**config.mk**
```make
export PLATFORM = sky130hd
export DESIGN_NAME = note_sequencer
export DESIGN_NICKNAME = d
export VERILOG_FILES = /design/src/rtl/note_sequencer_pkg.sv /design/src/rtl/note_accumulator.sv /design/src/rtl/note_sequencer.sv
export SDC_FILE = /design/constraint.sdc
export NUM_CORES = 1
export LEC_CHECK = 0
export CAP_MARGIN = 20
export CORE_ASPECT_RATIO = 1.5
export CORE_MARGIN = 3
export CORE_UTILIZATION = 44
export CTS_CLUSTER_SIZE = 16
export DETAILED_ROUTE_END_ITERATION = 8
export GPL_ROUTABILITY_DRIVEN = 1
export GPL_TIMING_DRIVEN = 0
export PLACE_DENSITY_LB_ADDON = 0.08
export REMOVE_ABC_BUFFERS = 1
export SLEW_MARGIN = 15
export SYNTH_ARGS = -nofsm -noshare
export SYNTH_HDL_FRONTEND = slang
export SYNTH_SLANG_ARGS = --single-unit
```
**constraint.sdc**
```tcl
create_clock -name clk -period 3.6 [get_ports clk]
set_clock_uncertainty 0.15 [all_clocks]
set_input_delay 1.08 -clock clk [delete_from_list [all_inputs] [get_ports clk]]
set_output_delay 1.08 -clock clk [all_outputs]
set_load 0.005 [all_outputs]
```
**src/rtl/note_sequencer_pkg.sv**
```systemverilog
// Shared types and defaults for the note record/playback controller.
package note_sequencer_pkg;

  localparam int ADDR_W_DEF = 6;
  localparam int NOTE_W_DEF = 32;
  localparam int SONG_MAX   = 64;

  typedef enum logic [2:0] {
    S_IDLE       = 3'd0,
    S_REC        = 3'd1,
    S_PLAY_WAIT  = 3'd2,
    S_PLAY_FETCH = 3'd3,
    S_PLAY_LATCH = 3'd4
  } seq_state_e;

  function automatic logic is_play_state(input seq_state_e s);
    return (s == S_PLAY_WAIT) || (s == S_PLAY_FETCH) || (s == S_PLAY_LATCH);
  endfunction

endpackage

```
**src/rtl/note_accumulator.sv**
```systemverilog
// Sticky-OR note register; wdata_o bypasses the current note so a beat's
// final cycle is captured with zero latency.
module note_accumulator
  import note_sequencer_pkg::*;
#(
  parameter int NOTE_W = NOTE_W_DEF
) (
  input  logic              clk,
  input  logic              resetn,
  input  logic              clear_i,
  input  logic              en_i,
  input  logic [NOTE_W-1:0] note_i,
  output logic [NOTE_W-1:0] wdata_o
);

  logic [NOTE_W-1:0] acc_q;
  logic [NOTE_W-1:0] acc_d;

  always_comb begin
    acc_d = acc_q;
    if (clear_i) begin
      acc_d = '0;
    end else if (en_i) begin
      acc_d = acc_q | note_i;
    end
  end

  always_ff @(posedge clk) begin
    if (!resetn) begin
      acc_q <= '0;
    end else begin
      acc_q <= acc_d;
    end
  end

  assign wdata_o = acc_q | note_i;

endmodule

```
**src/rtl/note_sequencer.sv**
```systemverilog
// Record/playback controller for the note RAM: owns all RAM controls,
// the beat pointer, song length and the played-note register.
//
// state        | meaning
// S_IDLE       | waiting for record/play command
// S_REC        | OR live notes over a beat, write one word per beat_tick
// S_PLAY_WAIT  | holding note_out, waiting for next beat_tick
// S_PLAY_FETCH | RAM samples ram_addr
// S_PLAY_LATCH | ram_q valid; latch into note_out, advance pointer
module note_sequencer
  import note_sequencer_pkg::*;
#(
  parameter int ADDR_W = ADDR_W_DEF,
  parameter int NOTE_W = NOTE_W_DEF
) (
  input  logic              clk,
  input  logic              resetn,
  input  logic              cmd_record,
  input  logic              cmd_play,
  input  logic              cmd_stop,
  input  logic              loop_en,
  input  logic              beat_tick,
  input  logic [NOTE_W-1:0] note_in,
  input  logic [NOTE_W-1:0] ram_q,
  output logic [ADDR_W-1:0] ram_addr,
  output logic              ram_wren,
  output logic [NOTE_W-1:0] ram_wdata,
  output logic [NOTE_W-1:0] note_out,
  output logic [ADDR_W:0]   song_len,
  output logic              is_record,
  output logic              is_play,
  output logic              done
);

  localparam logic [ADDR_W:0] PTR_ONE  = (ADDR_W+1)'(1);
  localparam logic [ADDR_W:0] PTR_LAST = {1'b0, {ADDR_W{1'b1}}};
  localparam logic [ADDR_W:0] PTR_FULL = {1'b1, {ADDR_W{1'b0}}};

  seq_state_e        state_q, state_d;
  logic [ADDR_W:0]   ptr_q, ptr_d;
  logic [ADDR_W:0]   len_q, len_d;
  logic              end_q, end_d;
  logic [NOTE_W-1:0] note_q, note_d;
  logic              wr_c;
  logic              done_c;
  logic              acc_clr;
  logic              acc_en;
  logic [NOTE_W-1:0] acc_wdata;
  logic [ADDR_W:0]   ptr_inc;

  assign ptr_inc = ptr_q + PTR_ONE;

  note_accumulator #(
    .NOTE_W (NOTE_W)
  ) u_acc (
    .clk     (clk),
    .resetn  (resetn),
    .clear_i (acc_clr),
    .en_i    (acc_en),
    .note_i  (note_in),
    .wdata_o (acc_wdata)
  );

  always_comb begin
    state_d = state_q;
    ptr_d   = ptr_q;
    len_d   = len_q;
    end_d   = end_q;
    note_d  = note_q;
    wr_c    = 1'b0;
    done_c  = 1'b0;
    acc_clr = 1'b1;
    acc_en  = 1'b0;

    case (state_q)
      S_IDLE: begin
        if (!cmd_stop) begin
          if (cmd_record) begin
            state_d = S_REC;
            ptr_d   = '0;
          end else if (cmd_play && (len_q != '0)) begin
            state_d = S_PLAY_WAIT;
            ptr_d   = '0;
            end_d   = 1'b0;
          end
        end
      end

      S_REC: begin
        // Stop wins over a coincident tick: the partial beat is dropped.
        if (cmd_stop) begin
          len_d   = ptr_q;
          state_d = S_IDLE;
        end else if (beat_tick) begin
          wr_c  = 1'b1;
          ptr_d = ptr_inc;
          if (ptr_q == PTR_LAST) begin
            len_d   = PTR_FULL;
            done_c  = 1'b1;
            state_d = S_IDLE;
          end
        end else begin
          acc_clr = 1'b0;
          acc_en  = 1'b1;
        end
      end

      S_PLAY_WAIT: begin
        if (cmd_stop) begin
          note_d  = '0;
          state_d = S_IDLE;
        end else if (beat_tick) begin
          if (end_q && !loop_en) begin
            note_d  = '0;
            done_c  = 1'b1;
            state_d = S_IDLE;
          end else begin
            if (end_q) begin
              ptr_d = '0;
              end_d = 1'b0;
            end
            state_d = S_PLAY_FETCH;
          end
        end
      end

      S_PLAY_FETCH: begin
        if (cmd_stop) begin
          note_d  = '0;
          state_d = S_IDLE;
        end else begin
          state_d = S_PLAY_LATCH;
        end
      end

      S_PLAY_LATCH: begin
        if (cmd_stop) begin
          note_d  = '0;
          state_d = S_IDLE;
        end else begin
          note_d  = ram_q;
          ptr_d   = ptr_inc;
          end_d   = (ptr_inc == len_q);
          state_d = S_PLAY_WAIT;
        end
      end

      default: begin
        note_d  = '0;
        state_d = S_IDLE;
      end
    endcase
  end

  always_ff @(posedge clk) begin
    if (!resetn) begin
      state_q <= S_IDLE;
      ptr_q   <= '0;
      len_q   <= '0;
      end_q   <= 1'b0;
      note_q  <= '0;
    end else begin
      state_q <= state_d;
      ptr_q   <= ptr_d;
      len_q   <= len_d;
      end_q   <= end_d;
      note_q  <= note_d;
    end
  end

  assign ram_addr  = ptr_q[ADDR_W-1:0];
  assign ram_wren  = wr_c;
  assign ram_wdata = wr_c ? acc_wdata : '0;
  assign note_out  = note_q;
  assign song_len  = len_q;
  assign is_record = (state_q == S_REC);
  assign is_play   = is_play_state(state_q);
  assign done      = done_c;

endmodule

```
==> out/qor.yml <==
outcome: "finished clean"
fin_crit_sh_pct: 98.0
design_area_um2: 5090
clk_latency_ps: 340
crit_path_start_kind: "input port"
grt_pass1_wl_um: 15400
antenna_cells: 0
critPathKind: "input port to output pin"
clk_pin_slew_ps: 70
die_area_um2: 8610
ys_seq_area_share_pct: 49.7
required_ps: 2370
grt_pass1_vias: 3156
dp_slack_ps: -1300
clock-sinks: 82
min_period_ps: 3530
synth_top_area_share_pct: 49.7
cts_tree: "built"
synth_top_family_by_area: "simple AND/OR/NAND/NOR gates"
grt_max_degree: 38
area_growth_syn_to_layout_pct: 54.0
cts_buffers: 9
vias: 3167
placed_cells: 606
fillers: 632
critPathCaptureType: "output pin"
ios: 152
synth_area_leader_cell: "dfxtp_1"
layoutNonFillerInstCount: 624
synth_area_um2: 3300
final_layout_size_suffix_gt1_share_pct: 9.16
cp_max_fo: 9
core_area_um2: 7270
async_flop_share_pct: 0
power_mw: 1.69
cts_buffer_depth: 2
placedInstanceArea_um2: 4840
h-tree-depth: 3
holdWs_ps: 320
setup_violations: 0
slew_headroom_pct: 49.8
synth.area.top_cells: "dfxtp_1, nor2_1, a22oi_1"
synth_warnings: 0
clock-root-buffer: "clkbuf_8"
synthSimpleGateAreaFrac_pct: 24.3
slew_violations: 0
initial_core_util_pct: 45.4
rows: 38
place_hpwl_um: 6830
firstDrtPassIters: 5
first_iter_violations: 96
dieWidth_um: 76.8
worst_slew_pin_slew_ps: 751
fmax_ghz: 0.283
max-vdd-ir-drop_uv: 272
ant_nets: 0
nNetsFinal: 593
vias_per_cell: 5.08
wl_per_cell_um: 15.4
power_density_nw_per_um2: 332
yosysMostFrequentCell: "nor2_1"
remaining_drc_errors: 0
yosysUniqueCellTypes: 45
grt_antenna_before_repair: 0
synth_adder_area_share_pct: 0.379
syn_area_per_cell_um2: 8.65
grt_usage_pct: 22.5
syn_inst: 382
die_y_um: 112
power.leakage_nw: 2.03
synth-xor-area-share_pct: 3.18
synth_compound_area_share_pct: 16.7
hold_buffers: 0
muxShareOfSynthArea_pct: 0.303
grt_remaining_overflow: 0
netlist_top_cells_count: "nor2_1, dfxtp_1, a22oi_1"
routed_wl_um: 9580
max_cap_viol_count: 0
synth-main-ff-cell: "dfxtp_1"
hold_viol: 0
synth_seq_cells: 82
hp-class: "flop to flop"
synth_enable_flop_cells: 0
routabilityCongestion: 0.795
io_buffer_count: 151
worstPathArrival_ps: 2300
setup_slack_ps: 70.2
## worst max-delay path, stage by stage
cell and delay, ps:
buf_2 150, nor2b_4 190, buf_4 150, nand2_8 70
nor2_1 100, clkdlybuf4s50_1 540
## path summary, 6_finish.rpt
| check | start | endpoint | slack (ps) | cells after the start |
|---|---|---|---|---|
| worst max-delay path | beat_tick | ram_wdata[18] | 70 | 6 |
| worst min-delay path | u_acc.acc_q[20] | u_acc.acc_q[20] | 320 | 2 |
| worst max register to register | state_q[0] | u_acc.acc_q[9] | 1420 | 5 |
| worst min register to register | u_acc.acc_q[20] | u_acc.acc_q[20] | 320 | 2 |
## area by class of cell
type                    instances  area, um^2  share of cell area (%)
clock buffers                  14         153                    3.00
repair buffers                154        1570                    30.8
inverters                       4        27.5                   0.541
flip-flops and latches         82        1640                    32.3
multi-input cells             270        1580                    31.0
well taps                     100         125                    2.46
## cell families (layout without fill, tap and decap cells)
| family | Yosys count | after routing |
|---|---|---|
| and+or+nand+nor | 186 | 188 |
| DFF | 82 | 82 |
| AOI/OAI and AO/OA | 68 | 68 |
| buffers and inverters | 32 | 172 |
| xor gates and xnor gates | 12 | 12 |
| adders and majority gates | 1 | 1 |
| muxes | 1 | 1 |
## power by group
part	switching [mW]	total, mW	internal (mW)
combinational	0.0922	0.209	0.117
sequential	0.0110	0.924	0.913
clock	0.295	0.559	0.264
## routing by layer
layer	global-route usage (%)	routed length, um	share of wire (%)	vias up
li1	-	-	-	1569
met1	24.5	3560	37	1464
met2	39.8	5060	53	116
met3	6.98	710	7.4	18
met4	10.2	250	2.6	0
met5	0	0	0	-
## registers in the layout, summed over array words and instances, names as in the netlist
signal and flops:
song_len 7, state_q 3, note_out 32, u_acc.acc_q 32
end_q 1, ptr_q 7
## what timing repair did
action,4_1_cts,5_1_grt
pin swaps,3,0
gates cloned,2,0
resized for setup,22,11
endpoints found under the setup margin,34,18
buffers inserted,2,0
## cells in the final DEF, fill, tap and decap left out, drive strengths merged, types with 6 or more instances in the layout
cell / count
clkdlybuf4s50: 139
a32o: 6
nand3: 6
dfxtp: 82
xnor2: 9
o21ai: 7
a22oi: 33
nor2: 143
clkbuf: 14
nand2: 14
## through the flow
stage	setup TNS, ps	util (%)
after global routing	-0.296	69.9
after CTS	0	69.5
after detailed placement	-42080	66.5
final	0	69.9
after floorplan	0	-
after global placement	-75970	65.8
(Power assumes the default switching activity.)
